$ cat config.mk
export PLATFORM = sky130hd
export DESIGN_NAME = udp_axis_pkt_gen_flat
export DESIGN_NICKNAME = d
export VERILOG_FILES = /design/src/rtl/udp_axis_pkt_gen_if.sv /design/src/rtl/udp_axis_pkt_gen.sv /design/src/flat_wrapper.sv
export SDC_FILE = /design/constraint.sdc
export NUM_CORES = 1
export LEC_CHECK = 0
export BUFFER_PORTS_ARGS = -buffer_cell sky130_fd_sc_hd__buf_2
export CORE_AREA = 2 2 289 291
export CTS_CLUSTER_DIAMETER = 100
export DETAILED_ROUTE_END_ITERATION = 7
export DIE_AREA = 0 0 291 293
export PLACE_DENSITY = 0.57
export SLEW_MARGIN = 20
export SYNTH_ARGS = -nofsm -noshare
export SYNTH_HDL_FRONTEND = slang
export SYNTH_SLANG_ARGS = --single-unit
$ cat constraint.sdc
create_clock -name xdma_clk -period 6.35 [get_ports xdma_clk]
set_input_delay 1.27 -clock xdma_clk [delete_from_list [all_inputs] [get_ports xdma_clk]]
set_output_delay 1.27 -clock xdma_clk [all_outputs]
set_load 0.03 [all_outputs]
$ cat src/rtl/udp_axis_pkt_gen_if.sv
// AXI-Stream bundle for the UDP TX payload path.
//   master : tvalid/tdata/tkeep/tlast/tuser out, tready in  (packet generator)
//   slave  : the mirror image                               (downstream TX buffer)
interface udp_axis_pkt_gen_if #(
  parameter int TDATA_WIDTH = 512,
  parameter int TKEEP_WIDTH = 64,
  parameter int TUSER_WIDTH = 1
);
  logic                   tvalid;
  logic                   tready;
  logic [TDATA_WIDTH-1:0] tdata;
  logic [TKEEP_WIDTH-1:0] tkeep;
  logic                   tlast;
  logic [TUSER_WIDTH-1:0] tuser;

  modport master (output tvalid, tdata, tkeep, tlast, tuser, input tready);
  modport slave  (input tvalid, tdata, tkeep, tlast, tuser, output tready);
endinterface

$ cat src/rtl/udp_axis_pkt_gen.sv
// Synthetic UDP payload source for the 512-bit AXIS TX path (XDMA clock domain).
// Emits pkt_num fixed-size packets (0 = until stop) separated by pkt_interval
// idle cycles. Beat b of packet p carries lane i = {p[15:0], b[11:0], i[3:0]}.
// Ports:
//   xdma_clk, xdma_reset       clock, synchronous active-high reset
//   start, stop                run launch pulse / end-after-current-packet level
//   pkt_size/interval/num      run configuration, sampled on an accepted start
//   udp_tx_axis (master)       AXIS output, all fields registered, tuser = 0
//   busy, size_err             run in progress / sticky zero-size start
//   sent_pkt_count/beat_count  handshaked packets/beats of the current run
// Optional macro UDP_PKT_GEN_TIMESTAMP_EN: lane 15 of each first beat carries a
// free-running cycle counter captured when that beat is loaded.
module udp_axis_pkt_gen #(
  parameter int TDATA_WIDTH = 512,
  parameter int TKEEP_WIDTH = 64,
  parameter int TUSER_WIDTH = 1
) (
  input  logic               xdma_clk,
  input  logic               xdma_reset,
  input  logic               start,
  input  logic               stop,
  input  logic [31:0]        pkt_size,
  input  logic [31:0]        pkt_interval,
  input  logic [31:0]        pkt_num,
  udp_axis_pkt_gen_if.master udp_tx_axis,
  output logic               busy,
  output logic               size_err,
  output logic [31:0]        sent_pkt_count,
  output logic [31:0]        sent_beat_count
);
  localparam int NUM_LANES = TDATA_WIDTH / 32;

  typedef enum logic [1:0] {IDLE, SEND, GAP} state_t;
  state_t state, state_n;

  logic [15:0] size_q, seq_q, ld_seq, cfg_size;
  logic [31:0] interval_q, num_q, gap_cnt;
  logic [11:0] beat_q, ld_beat;
  logic [10:0] nbeats;
  logic [5:0]  rem;
  logic [TKEEP_WIDTH-1:0] keep_last;
  logic        ld_last, load, hs, done, cfg_ok;

  logic                   tvalid_q, tlast_q;
  logic [TDATA_WIDTH-1:0] tdata_q;
  logic [TKEEP_WIDTH-1:0] tkeep_q;
  logic [NUM_LANES-1:0][31:0] pat;

  logic unused_bits;
  assign unused_bits = ^pkt_size[31:16];

  assign hs     = tvalid_q & udp_tx_axis.tready;
  assign cfg_ok = start & ~stop & (pkt_size[15:0] != 16'd0);
  assign done   = ((num_q != 32'd0) && (sent_pkt_count + 32'd1 == num_q)) || stop;

  // Next-state plus "load a beat into the output register" decision.
  always_comb begin
    state_n  = state;
    load     = 1'b0;
    ld_seq   = seq_q;
    ld_beat  = 12'd0;
    cfg_size = size_q;
    case (state)
      IDLE: begin
        // First beat is built from the live inputs so it appears at T+1.
        cfg_size = pkt_size[15:0];
        if (cfg_ok) begin
          state_n = SEND;
          load    = 1'b1;
          ld_seq  = 16'd0;
        end
      end
      SEND: begin
        if (hs) begin
          if (!tlast_q) begin
            load    = 1'b1;
            ld_beat = beat_q + 12'd1;
          end else if (done) begin
            state_n = IDLE;
          end else if (interval_q != 32'd0) begin
            state_n = GAP;
          end else begin
            load   = 1'b1;
            ld_seq = seq_q + 16'd1;
          end
        end
      end
      GAP: begin
        // gap_cnt holds N on the first idle cycle, so 1 means the Nth.
        if (stop) begin
          state_n = IDLE;
        end else if (gap_cnt == 32'd1) begin
          state_n = SEND;
          load    = 1'b1;
        end
      end
      default: state_n = IDLE;
    endcase
  end

  assign rem       = cfg_size[5:0];
  assign nbeats    = {1'b0, cfg_size[15:6]} + {10'd0, |rem};
  assign ld_last   = (ld_beat == ({1'b0, nbeats} - 12'd1));
  assign keep_last = (rem == 6'd0) ? {TKEEP_WIDTH{1'b1}}
                                   : ((TKEEP_WIDTH'(1) << rem) - TKEEP_WIDTH'(1));

`ifdef UDP_PKT_GEN_TIMESTAMP_EN
  logic [31:0] ts_q;
  always_ff @(posedge xdma_clk) begin
    if (xdma_reset) ts_q <= 32'd0;
    else            ts_q <= ts_q + 32'd1;
  end
`endif

  for (genvar g = 0; g < NUM_LANES; g++) begin : g_lane
`ifdef UDP_PKT_GEN_TIMESTAMP_EN
    if (g == NUM_LANES - 1) begin : g_ts
      assign pat[g] = (ld_beat == 12'd0) ? ts_q : {ld_seq, ld_beat, 4'(g)};
    end else begin : g_pat
      assign pat[g] = {ld_seq, ld_beat, 4'(g)};
    end
`else
    assign pat[g] = {ld_seq, ld_beat, 4'(g)};
`endif
  end

  always_ff @(posedge xdma_clk) begin
    if (xdma_reset) state <= IDLE;
    else            state <= state_n;
  end

  always_ff @(posedge xdma_clk) begin
    if (xdma_reset) begin
      size_q          <= '0;
      interval_q      <= '0;
      num_q           <= '0;
      seq_q           <= '0;
      beat_q          <= '0;
      gap_cnt         <= '0;
      tvalid_q        <= 1'b0;
      tdata_q         <= '0;
      tkeep_q         <= '0;
      tlast_q         <= 1'b0;
      busy            <= 1'b0;
      size_err        <= 1'b0;
      sent_pkt_count  <= '0;
      sent_beat_count <= '0;
    end else begin
      busy <= (state_n != IDLE);

      if (state == IDLE && start) begin
        if (pkt_size[15:0] == 16'd0) begin
          size_err <= 1'b1;
        end else if (!stop) begin
          size_q          <= pkt_size[15:0];
          interval_q      <= pkt_interval;
          num_q           <= pkt_num;
          seq_q           <= 16'd0;
          size_err        <= 1'b0;
          sent_pkt_count  <= '0;
          sent_beat_count <= '0;
        end
      end

      if (hs) begin
        sent_beat_count <= sent_beat_count + 32'd1;
        if (tlast_q) begin
          sent_pkt_count <= sent_pkt_count + 32'd1;
          seq_q          <= seq_q + 16'd1;
        end
      end

      if (state == SEND && hs && tlast_q) gap_cnt <= interval_q;
      else if (state == GAP)              gap_cnt <= gap_cnt - 32'd1;

      if (load) begin
        tvalid_q <= 1'b1;
        tdata_q  <= pat;
        tkeep_q  <= ld_last ? keep_last : {TKEEP_WIDTH{1'b1}};
        tlast_q  <= ld_last;
        beat_q   <= ld_beat;
      end else if (hs) begin
        tvalid_q <= 1'b0;
      end
    end
  end

  assign udp_tx_axis.tvalid = tvalid_q;
  assign udp_tx_axis.tdata  = tdata_q;
  assign udp_tx_axis.tkeep  = tkeep_q;
  assign udp_tx_axis.tlast  = tlast_q;
  assign udp_tx_axis.tuser  = '0;
endmodule

$ cat src/flat_wrapper.sv
// flat-port wrapper written by rule: the top's interface ports become plain ports
module udp_axis_pkt_gen_flat 
#(
  parameter int TDATA_WIDTH = 512,
  parameter int TKEEP_WIDTH = 64,
  parameter int TUSER_WIDTH = 1
)
  (xdma_clk, xdma_reset, start, stop, pkt_size, pkt_interval, pkt_num, busy, size_err, sent_pkt_count, sent_beat_count, udp_tx_axis_tvalid, udp_tx_axis_tdata, udp_tx_axis_tkeep, udp_tx_axis_tlast, udp_tx_axis_tuser, udp_tx_axis_tready);
  udp_axis_pkt_gen_if #(.TDATA_WIDTH(TDATA_WIDTH), .TKEEP_WIDTH(TKEEP_WIDTH), .TUSER_WIDTH(TUSER_WIDTH)) udp_tx_axis_i ();
  input  logic xdma_clk;
  input  logic xdma_reset;
  input  logic start;
  input  logic stop;
  input  logic [31:0] pkt_size;
  input  logic [31:0] pkt_interval;
  input  logic [31:0] pkt_num;
  output logic busy;
  output logic size_err;
  output logic [31:0] sent_pkt_count;
  output logic [31:0] sent_beat_count;
  output wire logic [$bits(udp_tx_axis_i.tvalid)-1:0] udp_tx_axis_tvalid;
  output wire logic [$bits(udp_tx_axis_i.tdata)-1:0] udp_tx_axis_tdata;
  output wire logic [$bits(udp_tx_axis_i.tkeep)-1:0] udp_tx_axis_tkeep;
  output wire logic [$bits(udp_tx_axis_i.tlast)-1:0] udp_tx_axis_tlast;
  output wire logic [$bits(udp_tx_axis_i.tuser)-1:0] udp_tx_axis_tuser;
  input wire logic [$bits(udp_tx_axis_i.tready)-1:0] udp_tx_axis_tready;
  assign udp_tx_axis_tvalid = udp_tx_axis_i.tvalid;
  assign udp_tx_axis_tdata = udp_tx_axis_i.tdata;
  assign udp_tx_axis_tkeep = udp_tx_axis_i.tkeep;
  assign udp_tx_axis_tlast = udp_tx_axis_i.tlast;
  assign udp_tx_axis_tuser = udp_tx_axis_i.tuser;
  assign udp_tx_axis_i.tready = udp_tx_axis_tready;
  udp_axis_pkt_gen #(.TDATA_WIDTH(TDATA_WIDTH), .TKEEP_WIDTH(TKEEP_WIDTH), .TUSER_WIDTH(TUSER_WIDTH)) u_core (.xdma_clk(xdma_clk), .xdma_reset(xdma_reset), .start(start), .stop(stop), .pkt_size(pkt_size), .pkt_interval(pkt_interval), .pkt_num(pkt_num), .udp_tx_axis(udp_tx_axis_i), .busy(busy), .size_err(size_err), .sent_pkt_count(sent_pkt_count), .sent_beat_count(sent_beat_count));
endmodule
==> run_results.csv <==
group,metric,value,unit
die,ioPinCount,746,
clock_network,ctsResizeCount,0,
layout,finish.utilization,27.9,%
routing,drt_iter0_markers,1546,
power,p_sw_share,33.2,%
global_route,first_global_vias,16400,
hold_path,hold_path.class,"register to register",
placed_design,hpwlAfterDp,53000,um
worst_setup_path,cpMaxStageDelayCell,"or4_1",
layout,drive_gt1_share,31.4,%
worst_setup_path,crit_family,"simple AND/OR/NAND/NOR gates",
yosys,ys_types,95,
worst_setup_path,worst-path-buf-inv,1,
die,die_w,291,um
worst_setup_path,worst-setup-path-type,"register to register",
worst_setup_path,cp_cell_sequence,"ha_1 -> nand4_1 -> or4_1 -> or2_1 -> and3_1 -> a2111oi_4 -> nand4_1 -> o211ai_2 -> buf_4 -> nand2_2 -> a311oi_1",
layout,diodes,0,
die,die_h,293,um
sta,maxSlewViolCount,0,
clock_network,numCtsBuffers,39,
global_route,grt_overflow,0,
yosys,synth_top_area_cell,"dfxtp_1",
clock_network,clk_pin_slew_worst_paths,0.06,ns
worst_setup_path,crit_required,6.80,ns
routing,routedWlPerCell,18.1,um
routing,ant_nets,0,
yosys,synth_edf_count,0,
yosys,post-synth-top-count-cell,"buf_4",
flow_run,maxCapViolations,0,
worst_setup_path,cp_common_cell,"nand4_1",
sta,hold_viol_final,0,
sta,max_freq,0.203,GHz
routing,wirelength,71400,um
sta,setup_viol,0,
sta,min_period_over_period,77.4,%
die,num_rows,105,
die,die-area,85300,um2
yosys,synth_ff_type,"dfxtp_1",
worst_setup_path,cp_slowest_stage_delay,0.70,ns
power,combPwrFrac,20.6,%
yosys,syn_avg_cell_area,7.64,um2
yosys,netlist_top_cells_count,"buf_4, nand2_1, dfxtp_1, a21oi_1, nor2_1",
sta,period_minus_slack,4.91,ns
layout,final.fill_count,8989,
layout,area_growth,11.6,%
global_route,grtUsageTotal,15.6,%
routing,drt_first_pass_iters,5,
clock_network,cts_hold_buffers,0,
power,p_clk_share,44.5,%
sta,finalClockSkew,0.0335,ns
power,cellInternalPower,3.83,mW
clock_network,clock-sinks,291,
yosys,synth_area_leaders,"dfxtp_1, buf_4, nand2_1",
worst_setup_path,cp.arrival,5.37,ns
yosys,synth_warnings,0,
yosys,synth_seq_cells,291,
yosys,syn_inst,2677,
power,p_leak,10.2,nW
power,net-switching-power,1.90,mW
placed_design,place_congestion,0.925,
outcome,outcome,"finished clean",
clock_network,insertion_delay,0.58,ns
layout,nNetsFinal,2946,
sta,worstMarginPinSlew,1.11,ns
routing,drt-vias-per-instance,4.82,
routing,dr_total_vias,19000,
sta,slew_headroom,26.0,%
worst_setup_path,end_kind,"register",
worst_setup_path,cp_max_fo,31,
worst_setup_path,start_kind,"register",
clock_network,post_cts_buffers,0,
clock_network,htree_levels,2,
yosys,async_reset_ff_share,0,%
power,ir_drop,175,uV
yosys,syn_area,20400,um2
sta,final.setup.tns,0,ns
die,core,81800,um2
routing,drc,0,
clock_network,cts.path.max_buffers,3,
power,power.sequential.fraction,34.9,%
layout,layout.cells.non_filler,3937,
die,start_util,25.0,%
yosys,yosysSeqAreaShare,28.5,%
placed_design,placed_cells,3865,
sta,rsz0062_at_grt,"no",
global_route,grt_max_degree,96,
clock_network,root_buffer,"clkbuf_16",
power,total_power,5.73,mW
power,power.density,251,nW/um2
placed_design,port_buffers,696,
global_route,antenna_found_initial,11,
global_route,grt_first_pass_wirelength,105000,um
clock_network,cts_tree,"built",
yosys,synth.top_cell.area_share,28.5,%
-- registers in the layout, indices dropped and copies added, names as in the netlist, 2 cells and up --
signal and cells:
u_core.seq_q 16, u_core.interval_q 32, u_core.sent_pkt_count 32, u_core.udp_tx_axis.tkeep 64, u_core.gap_cnt 32, u_core.num_q 32, u_core.state 2, u_core.sent_beat_count 32
u_core.size_q 16, u_core.beat_q 11, u_core.udp_tx_axis.tdata 18
-- kinds of logic (layout without fill, tap and decap cells) --
family | after synthesis | after routing | synth area share, %
flops | 291 | 291 | 28.5
buf+inv | 719 | 877 | 22.8
xor+xnor | 78 | 78 | 3.48
simple gates | 945 | 945 | 22.6
compound gates | 588 | 588 | 19.8
fa+ha+maj | 9 | 9 | 0.551
mux | 46 | 46 | 2.32
other cells | 1 | 33 | 0.0183
-- per-stage QoR --
| step | hold slack (ns) | cell area [um2] | setup WS (ns) |
|---|---|---|---|
| after floorplan | 0.436 | 20600 | 1.54 |
| after global placement | 0.442 | 21300 | 1.14 |
| after detailed placement | 0.447 | 21300 | 1.02 |
| after CTS | 0.456 | 22800 | 1.46 |
| after global routing | 0.471 | 22800 | 0.999 |
| final | 0.456 | 22800 | 1.44 |
-- path summary, 6_finish.rpt --
check                                                  start                            to  slack (ns)  depth (start not counted)
worst max-delay path                u_core.sent_pkt_count[0]  u_core.udp_tx_axis.tkeep[37]        1.44                         11
worst min-delay path            u_core.udp_tx_axis.tkeep[15]  u_core.udp_tx_axis.tkeep[15]        0.46                          2
worst max register to register      u_core.sent_pkt_count[0]  u_core.udp_tx_axis.tkeep[37]        1.44                         11
worst min register to register  u_core.udp_tx_axis.tkeep[15]  u_core.udp_tx_axis.tkeep[15]        0.46                          2
-- power groups by stage --
stage	Sequential (mW)	Clock, mW	Combinational, mW
after floorplan	2.08	0	0.926
after global placement	2.04	0	1.17
after detailed placement	2.04	0	1.18
after CTS	2.00	2.63	1.18
after global routing	2.01	2.69	1.26
final	2.00	2.55	1.18
-- layer usage --
layer	GRT usage [%]	vias to the layer above	wire length, um
met5	0	-	100
met4	4.04	16	1690
met3	3.29	103	4890
met2	24.8	693	32700
met1	21.3	8916	32000
li1	-	9235	-
-- layout by cell type (no fill, tap or decap), drive strengths merged, types with 10 or more instances in the layout --
cell,n
or4,15
dfxtp,291
and2,28
nand4,25
conb,33
o31ai,24
a22oi,14
xor2,29
or3,29
inv,77
o21a,18
mux2i,38
a311oi,32
nor4,49
nor2,202
a221oi,44
a211oi,26
a21oi,203
xnor2,47
or2,16
nor3,94
o211ai,23
nand2,311
nand3,87
o22ai,10
buf,730
o21ai,109
clkbuf,48
a31oi,22
nand2b,17
and3,27
-- worst reg2reg max path: stages (launching register included) --
cell       delay [ns]
dfxtp_1          0.44
ha_1             0.30
nand4_1          0.39
or4_1            0.70
or2_1            0.30
and3_1           0.23
a2111oi_4        0.34
nand4_1          0.60
o211ai_2         0.37
buf_4            0.29
nand2_2          0.44
a311oi_1         0.39
-- area by class of cell --
| type | count | area (um2) | share of cell area (%) |
|---|---|---|---|
| timing repair buffer | 731 | 3770 | 16.5 |
| tap | 1070 | 1340 | 5.87 |
| inverter | 74 | 278 | 1.22 |
| sequential | 291 | 5830 | 25.5 |
| clock inverter | 25 | 403 | 1.77 |
| clock buffer | 47 | 1080 | 4.73 |
| multi-input combinational | 1699 | 10100 | 44.4 |
No activity file was read; power rests on OpenSTA's default activity.
